**config.mk**
```make
export PLATFORM = sky130hd
export DESIGN_NAME = fp_mult_pipe
export DESIGN_NICKNAME = d
export VERILOG_FILES = /design/src/rtl/fp_mult_pipe.sv
export SDC_FILE = /design/constraint.sdc
export NUM_CORES = 2
export LEC_CHECK = 0
export CAP_MARGIN = 30
export CORE_MARGIN = 4
export CORE_UTILIZATION = 40
export DETAILED_ROUTE_END_ITERATION = 16
export PLACE_DENSITY_LB_ADDON = 0.3
export REMOVE_ABC_BUFFERS = 1
export SLEW_MARGIN = 20
export SYNTH_ARGS = -nofsm -noshare
export SYNTH_HDL_FRONTEND = slang
export SYNTH_SLANG_ARGS = --single-unit
```
**constraint.sdc**
```tcl
create_clock -name clk -period 16.9 [get_ports clk]
set_clock_uncertainty 0.2 [all_clocks]
set_input_delay 3.38 -clock clk [delete_from_list [all_inputs] [get_ports clk]]
set_output_delay 3.38 -clock clk [all_outputs]
set_load 0.02 [all_outputs]
```
**src/rtl/fp_mult_pipe.sv**
```systemverilog
// fp_mult_pipe: 3-stage floating-point multiplier, RNE rounding, subnormals flushed.
// Define FP_MULT_FLAGS_EN to add the {invalid,overflow,underflow,inexact} flags port.
module fp_mult_pipe #(
   parameter int EXP_W = 8,
   parameter int MAN_W = 23
) (
   input  logic                 clk,
   input  logic                 rst_n,
   input  logic                 in_valid,
   output logic                 in_ready,
   input  logic [EXP_W+MAN_W:0] x,
   input  logic [EXP_W+MAN_W:0] y,
   output logic                 out_valid,
   input  logic                 out_ready,
   output logic [EXP_W+MAN_W:0] result
`ifdef FP_MULT_FLAGS_EN
   ,
   output logic [3:0]           flags
`endif
);

   localparam int W  = 1 + EXP_W + MAN_W;
   localparam int SW = MAN_W + 1;
   localparam int PW = 2 * SW;
   localparam int XW = EXP_W + 2;
   localparam logic [XW-1:0] BIAS = XW'(2**(EXP_W-1) - 1);
   localparam logic [XW-1:0] EMAX = XW'(2**EXP_W - 1);
   localparam logic [EXP_W-1:0] EONES = '1;
   localparam logic [W-1:0] QNAN = {1'b0, EONES, 1'b1, {(MAN_W-1){1'b0}}};

   logic stall;
   logic s1_v_q, s2_v_q, s3_v_q;

   assign stall     = s3_v_q & ~out_ready;
   assign in_ready  = ~stall;
   assign out_valid = s3_v_q;

   // ---------------- S1: unpack / classify ----------------
   logic             sx, sy;
   logic [EXP_W-1:0] ex, ey;
   logic [MAN_W-1:0] mx, my;
   logic             zx, zy, infx, infy, nanx, nany;

   assign {sx, ex, mx} = x;
   assign {sy, ey, my} = y;
   assign zx   = (ex == '0);
   assign zy   = (ey == '0);
   assign infx = (ex == EONES) & (mx == '0);
   assign infy = (ey == EONES) & (my == '0);
   assign nanx = (ex == EONES) & (mx != '0);
   assign nany = (ey == EONES) & (my != '0);

   logic          s1_s_d;
   logic [XW-1:0] s1_e_d;
   logic          s1_sp_d;
   logic [W-1:0]  s1_spr_d;
`ifdef FP_MULT_FLAGS_EN
   logic [3:0]    s1_spf_d;
`endif

   assign s1_s_d = sx ^ sy;
   assign s1_e_d = {2'b00, ex} + {2'b00, ey} - BIAS;

   // Special operands bypass the datapath with a precomputed result
   always_comb begin
      s1_sp_d  = 1'b1;
      s1_spr_d = '0;
`ifdef FP_MULT_FLAGS_EN
      s1_spf_d = '0;
`endif
      if (nanx | nany) begin
         s1_spr_d = QNAN;
`ifdef FP_MULT_FLAGS_EN
         s1_spf_d = {(nanx & ~mx[MAN_W-1]) | (nany & ~my[MAN_W-1]), 3'b000};
`endif
      end else if ((infx & zy) | (zx & infy)) begin
         s1_spr_d = QNAN;
`ifdef FP_MULT_FLAGS_EN
         s1_spf_d = 4'b1000;
`endif
      end else if (infx | infy) begin
         s1_spr_d = {s1_s_d, EONES, {MAN_W{1'b0}}};
      end else if (zx | zy) begin
         s1_spr_d = {s1_s_d, {(W-1){1'b0}}};
      end else begin
         s1_sp_d = 1'b0;
      end
   end

   logic          s1_s_q;
   logic [XW-1:0] s1_e_q;
   logic [SW-1:0] s1_ma_q, s1_mb_q;
   logic          s1_sp_q;
   logic [W-1:0]  s1_spr_q;
`ifdef FP_MULT_FLAGS_EN
   logic [3:0]    s1_spf_q;
`endif

   // S1 register: captures the classified operand pair
   always_ff @(posedge clk or negedge rst_n) begin
      if (!rst_n) begin
         s1_v_q   <= 1'b0;
         s1_s_q   <= 1'b0;
         s1_e_q   <= '0;
         s1_ma_q  <= '0;
         s1_mb_q  <= '0;
         s1_sp_q  <= 1'b0;
         s1_spr_q <= '0;
`ifdef FP_MULT_FLAGS_EN
         s1_spf_q <= '0;
`endif
      end else if (!stall) begin
         s1_v_q   <= in_valid;
         s1_s_q   <= s1_s_d;
         s1_e_q   <= s1_e_d;
         s1_ma_q  <= {1'b1, mx};
         s1_mb_q  <= {1'b1, my};
         s1_sp_q  <= s1_sp_d;
         s1_spr_q <= s1_spr_d;
`ifdef FP_MULT_FLAGS_EN
         s1_spf_q <= s1_spf_d;
`endif
      end
   end

   // ---------------- S2: significand multiply ----------------
   logic [PW-1:0] s2_p_d;

   assign s2_p_d = {{SW{1'b0}}, s1_ma_q} * {{SW{1'b0}}, s1_mb_q};

   logic          s2_s_q;
   logic [XW-1:0] s2_e_q;
   logic [PW-1:0] s2_p_q;
   logic          s2_sp_q;
   logic [W-1:0]  s2_spr_q;
`ifdef FP_MULT_FLAGS_EN
   logic [3:0]    s2_spf_q;
`endif

   // S2 register: raw product plus carried-along control
   always_ff @(posedge clk or negedge rst_n) begin
      if (!rst_n) begin
         s2_v_q   <= 1'b0;
         s2_s_q   <= 1'b0;
         s2_e_q   <= '0;
         s2_p_q   <= '0;
         s2_sp_q  <= 1'b0;
         s2_spr_q <= '0;
`ifdef FP_MULT_FLAGS_EN
         s2_spf_q <= '0;
`endif
      end else if (!stall) begin
         s2_v_q   <= s1_v_q;
         s2_s_q   <= s1_s_q;
         s2_e_q   <= s1_e_q;
         s2_p_q   <= s2_p_d;
         s2_sp_q  <= s1_sp_q;
         s2_spr_q <= s1_spr_q;
`ifdef FP_MULT_FLAGS_EN
         s2_spf_q <= s1_spf_q;
`endif
      end
   end

   // ---------------- S3: normalise / round / pack ----------------
   logic             msb, grd, stk, rnd, cry, ovf, unf;
   logic [SW-1:0]    man_n;
   logic [SW:0]      man_r;
   logic [MAN_W-1:0] frac;
   logic [XW-1:0]    e_f;
   logic [W-1:0]     s3_r_d;

   assign msb   = s2_p_q[PW-1];
   assign man_n = msb ? s2_p_q[PW-1 -: SW] : s2_p_q[PW-2 -: SW];
   assign grd   = msb ? s2_p_q[MAN_W] : s2_p_q[MAN_W-1];
   assign stk   = msb ? |s2_p_q[MAN_W-1:0] : |s2_p_q[MAN_W-2:0];
   assign rnd   = grd & (stk | man_n[0]);
   assign man_r = {1'b0, man_n} + (SW+1)'(rnd);
   assign cry   = man_r[SW];
   assign frac  = cry ? man_r[MAN_W:1] : man_r[MAN_W-1:0];
   assign e_f   = s2_e_q + XW'(msb) + XW'(cry);
   assign ovf   = ~e_f[XW-1] & (e_f >= EMAX);
   assign unf   = e_f[XW-1] | (e_f == '0);

   // Select between bypassed special, saturated and normal results
   always_comb begin
      s3_r_d = {s2_s_q, e_f[EXP_W-1:0], frac};
      if (s2_sp_q)
         s3_r_d = s2_spr_q;
      else if (ovf)
         s3_r_d = {s2_s_q, EONES, {MAN_W{1'b0}}};
      else if (unf)
         s3_r_d = {s2_s_q, {(W-1){1'b0}}};
   end

`ifdef FP_MULT_FLAGS_EN
   logic [3:0] s3_f_d;
   logic [3:0] s3_f_q;

   // Exception flags travel with their result
   always_comb begin
      s3_f_d = {3'b000, grd | stk};
      if (s2_sp_q)
         s3_f_d = s2_spf_q;
      else if (ovf)
         s3_f_d = 4'b0101;
      else if (unf)
         s3_f_d = 4'b0011;
   end

   // Flag output register, held with the result on stall
   always_ff @(posedge clk or negedge rst_n) begin
      if (!rst_n)
         s3_f_q <= '0;
      else if (!stall)
         s3_f_q <= s3_f_d;
   end

   assign flags = s3_f_q;
`endif

   logic [W-1:0] s3_r_q;

   // Output register: result held stable while the consumer stalls
   always_ff @(posedge clk or negedge rst_n) begin
      if (!rst_n) begin
         s3_v_q <= 1'b0;
         s3_r_q <= '0;
      end else if (!stall) begin
         s3_v_q <= s2_v_q;
         s3_r_q <= s3_r_d;
      end
   end

   assign result = s3_r_q;

endmodule

```
Word-level counts from Yosys, hierarchy flattened. Cells that the tools add are included.

$add $sub $neg: 5. $mul: 1. Order comparisons: 1. Equality and inequality tests: 2. Multiplexer cells: 15. Bitwise operators: 19. Reductions and logical operators: 9.

Operator list (count): $mux 32 (5); $mux 31 (2); $mul 24x24->48 (1); $logic_not 23->1 (2); $reduce_bool 23->1 (2); $add 24x1->25 (1); $mux 24 (1); $mux 23 (1); $reduce_or 23->1 (1); $reduce_or 22->1 (1); $add 10x1->10 (2); $eq 8x8->1 const B (2); $logic_not 8->1 (2); $ge 10x8->1 const B (1); $logic_not 10->1 (1); $sub 9x7->10 const B (1); $add 8x8->9 (1); $and 1x1->1 (9); $mux 1 (6); $or 1x1->1 (6); $not 1->1 (3); $xor 1x1->1 (1).

Register bits: 219. Bits of input ports: 68. Output and inout bits: 34. Word-level logic and storage cells: 67.

Logic depth before layout (Yosys ltp).
Depth in word-level cells: 11. Gate-level depth with buffers: 27.

Least setup slack after synthesis. No wires, ideal clock.

Path kind: input to output. Start: input out_ready. End: output in_ready. Data arrival time: 4.479 ns. Path slack: 8.841 ns. Stages on the path: 5. Path buffers: 3. Cells stage by stage: nor2b_1 inv_1 clkbuf_1 clkbuf_1 clkbuf_1.

Word-level cells in the longest chain between the ends: 3.

Ends and longest elaborated chain: from (decl) (RTL line 14) `input logic out_ready,`; $not 1->1 (RTL line 34) `assign stall = s3_v_q & ~out_ready;`; $and 1x1->1 (RTL line 34); $not 1->1 (RTL line 35) `assign in_ready = ~stall;`; to (decl) (RTL line 10) `output logic in_ready,`.

No other way between the ends.

Worst setup path in the final report. Ends and elaborated chain as after synthesis.

==> key figures <==
Status
  – Outcome: finished, final reports clean

Global route
  – Initial antenna violation count: 0
  – Tot GR Track Use: 0.193
  – Overflow after GRT: 0
  – Vias in the first global route: ~21000
  – First-pass GRT wire length: roughly 110000 um
  – Largest net degree at the start of global routing: 95

Timing
  – Hold_ws: roughly 270 ps
  – Slew HR: 0.258
  – Final-report max-slew violation count: 0
  – RSZ-0062 raised after global routing: no
  – Worst-Margin Slew: approximately 1100 ps
  – Setup violators final: 0
  – Peak Freq: between 100 and 150 MHz
  – Setup_tns: 0 ps
  – Min cycle time layout: around 9300 ps
  – Final period util: 0.551
  – Hold Fails Final Rpt: 0

Cells and area
  – Final non-filler cell total: 3960
  – Diode count: 0
  – Area delta synth->final: 9.43%
  – Share of cells above drive strength 1: 0.0376
  – Final Cell Area: about 0.030 mm^2
  – Nets@finish: roughly 3800
  – FILL cells: 6607

Logic synthesis
  – Number of synthesized flops with an enable pin: 0
  – Post-Synth XOR/XNOR Area: 0.0252
  – Largest area contributor in the netlist: fa_1
  – Synth warnings: 0
  – Ranking of synthesized cells by area: fa_1 36%, dfrtp_1 15%, ha_1 8.8%
  – Post-Synth Adder-Cell Area: 0.446
  – Post-synthesis sequential area ratio: 0.148
  – Prevailing post-synth register cell: dfrtp_1
  – Post-synth ARST share: 1.00
  – Avg Cell Area, Syn: about 8.8 um^2
  – Synth cell types: slightly above 80
  – Synth Area in Compound Gates: 0.0678
  – Largest family of logic cells by synthesized area: adder cells
  – Post-synthesis mux area share: 0.00984
  – Yosys top cell area share: 0.358
  – Cells after synthesis: around 3000
  – Number of synthesized register bits: 160
  – Post-Synth Simple-Gate Area: 0.204
  – Synth Cell Area: between 0.02 and 0.03 mm^2

Setup path
  – Worst Setup SP: out_ready
  – Cells along the critical path: clkdlybuf4s50_1 -> nor2b_4 -> buf_4 -> inv_6 -> clkdlybuf4s50_1
  – Crit-path max cell delay: around 670 ps
  – CP startpoint kind: input port
  – Critical path endpoint category: primary output
  – Worst-path maximum fanout: 94
  – Critical Path RT: approximately 13000 ps
  – CP dominant cell by count: clkdlybuf4s50_1
  – Slowest cell on crit path: clkdlybuf4s50_1
  – Worst path arrival time: around 5700 ps
  – Worst r2r src: s1_ma_q[20]
  – Critical path type: input port to primary output

Drt
  – Total Wirelength: about 67000 um
  – Vias per inst: approximately 5.1
  – DRC: 0
  – Drt first pass iters: 5
  – Post-route ant nets: 0
  – Vias: roughly 20000
  – First DRT Iteration DRCs: between 1000 and 1500
  – Routed WL per cell: approximately 17 um

Placement
  – Port Buffers: 101
  – Detailed placement HPWL: ~53000 um
  – Dpl cells: 3917
  – GP Congestion: roughly 0.86
  – Area after DPL: ~0.029 mm^2

Clock tree
  – CTS Sinks: 160
  – CTS H-tree lvls: 4
  – Post-CTS sizing: 0
  – Clk slew on worst S/H paths: 70 ps
  – CTS Hold Buffers Added: 0
  – Clock root buffer: clkbuf_16
  – Clock Latency Late Sink: about 440 ps
  – Postcts setup bufs: 0
  – CTS tree: yes
  – Clock Path Buffers: 2
  – Total CTS buffers: 17

Floorplan
  – Row count: 95
  – IO Pins: between 100 and 150
  – Core Footprint: roughly 0.067 mm^2
  – Chip Height: about 270 um
  – Starting Density: 0.403
  – DIE AREA: 0.0719 mm^2
  – DIE WIDTH: 268 um

Min path
  – Worst Hold Class: flop to flop
  – HP Start: s2_spr_q[22]

Job
  – Maxcap violations: 0
[sequential cells by signal, indices dropped and copies added, names as in the netlist]
| signal | cells |
|---|---|
| s1_e_q | 10 |
| s1_spr_q | 3 |
| s1_s_q | 1 |
| s2_v_q | 1 |
| s1_v_q | 1 |
| s2_s_q | 1 |
| s1_mb_q | 23 |
| s2_sp_q | 1 |
| s1_ma_q | 24 |
| result | 32 |
| s1_sp_q | 1 |
| out_valid | 1 |
| s2_spr_q | 3 |
| s2_p_q | 48 |
| s2_e_q | 10 |
[layout by cell type (no fill, tap or decap), types with 36 or more instances in the layout]
master / synthesis / routed
fa_1: 484 / 484
xnor2_1: 44 / 44
clkdlybuf4s50_1: 0 / 100
inv_1: 544 / 543
o21ai_0: 43 / 43
nand2_1: 588 / 588
nor2_1: 100 / 100
dfrtp_1: 160 / 159
and2_1: 307 / 307
ha_1: 191 / 191
a21oi_1: 85 / 85
nand3_1: 36 / 36
[synthesized netlist by cell type, types with 34 or more instances]
master and number:
nor2_1 100, xor2_1 34, a21oi_1 85, o21ai_0 43, nand3_1 36, inv_1 544, fa_1 484, xnor2_1 44
nand2_1 588, ha_1 191, and2_1 307, clkbuf_1 145, dfrtp_1 160
[worst paths after layout]
| check | end | slack, ps | cells past startpoint |
|---|---|---|---|
| worst max-delay path | in_ready | 7580 | 5 |
| worst min-delay path | s2_spr_q[22] | 270 | 2 |
| worst max register to register | s2_p_q[44] | 9080 | 21 |
| worst min register to register | s2_spr_q[22] | 270 | 2 |
| max in group asynchronous | s2_p_q[47] | 12450 | 3 |
| min in group asynchronous | s1_e_q[2] | 2780 | 1 |
[per-stage QoR]
stage	util	setup WS, ps
after CTS	0.439	7510
after global placement	0.428	7530
after detailed placement	0.430	7510
final	0.441	7580
after global routing	0.441	7390
after floorplan	-	415
[layer usage]
metal  vias up  share of wire  GRT usage  wire [um]
met2       414           0.49      0.328      32400
met1     10186           0.46      0.273      30400
met4         0          0.014     0.0342        941
met3        66          0.044     0.0201       2920
met5         -              0          0          0
li1       9367              -          -          -
[critical path: cells and delay by family]
family | cells | cell delay [ps]
AND/OR/NAND/NOR | 1 | 110
buffers and inverters | 4 | 2180
[kinds of logic after synthesis]
logic type | after synthesis
multiplexers | 26
buffers and inverters | 710
AO/OA/AOI/OAI | 273
XOR/XNOR | 78
flip-flops | 160
adder cells (fa/ha/maj) | 675
AND/OR/NAND/NOR | 1148
[layout make-up]
cell class | instances | area, um^2 | share of cell area
clock buffers | 20 | 457 | 0.0154
clock inverters | 12 | 101 | 0.00342
inverters | 544 | 2050 | 0.0691
multi-input cells | 2200 | 20400 | 0.688
flip-flops and latches | 160 | 4010 | 0.135
well taps | 873 | 1090 | 0.0369
repair buffers | 151 | 1550 | 0.0524
Power is not shown: default switching activity piles up to over one toggle a cycle in this logic, so the estimate is an artifact.
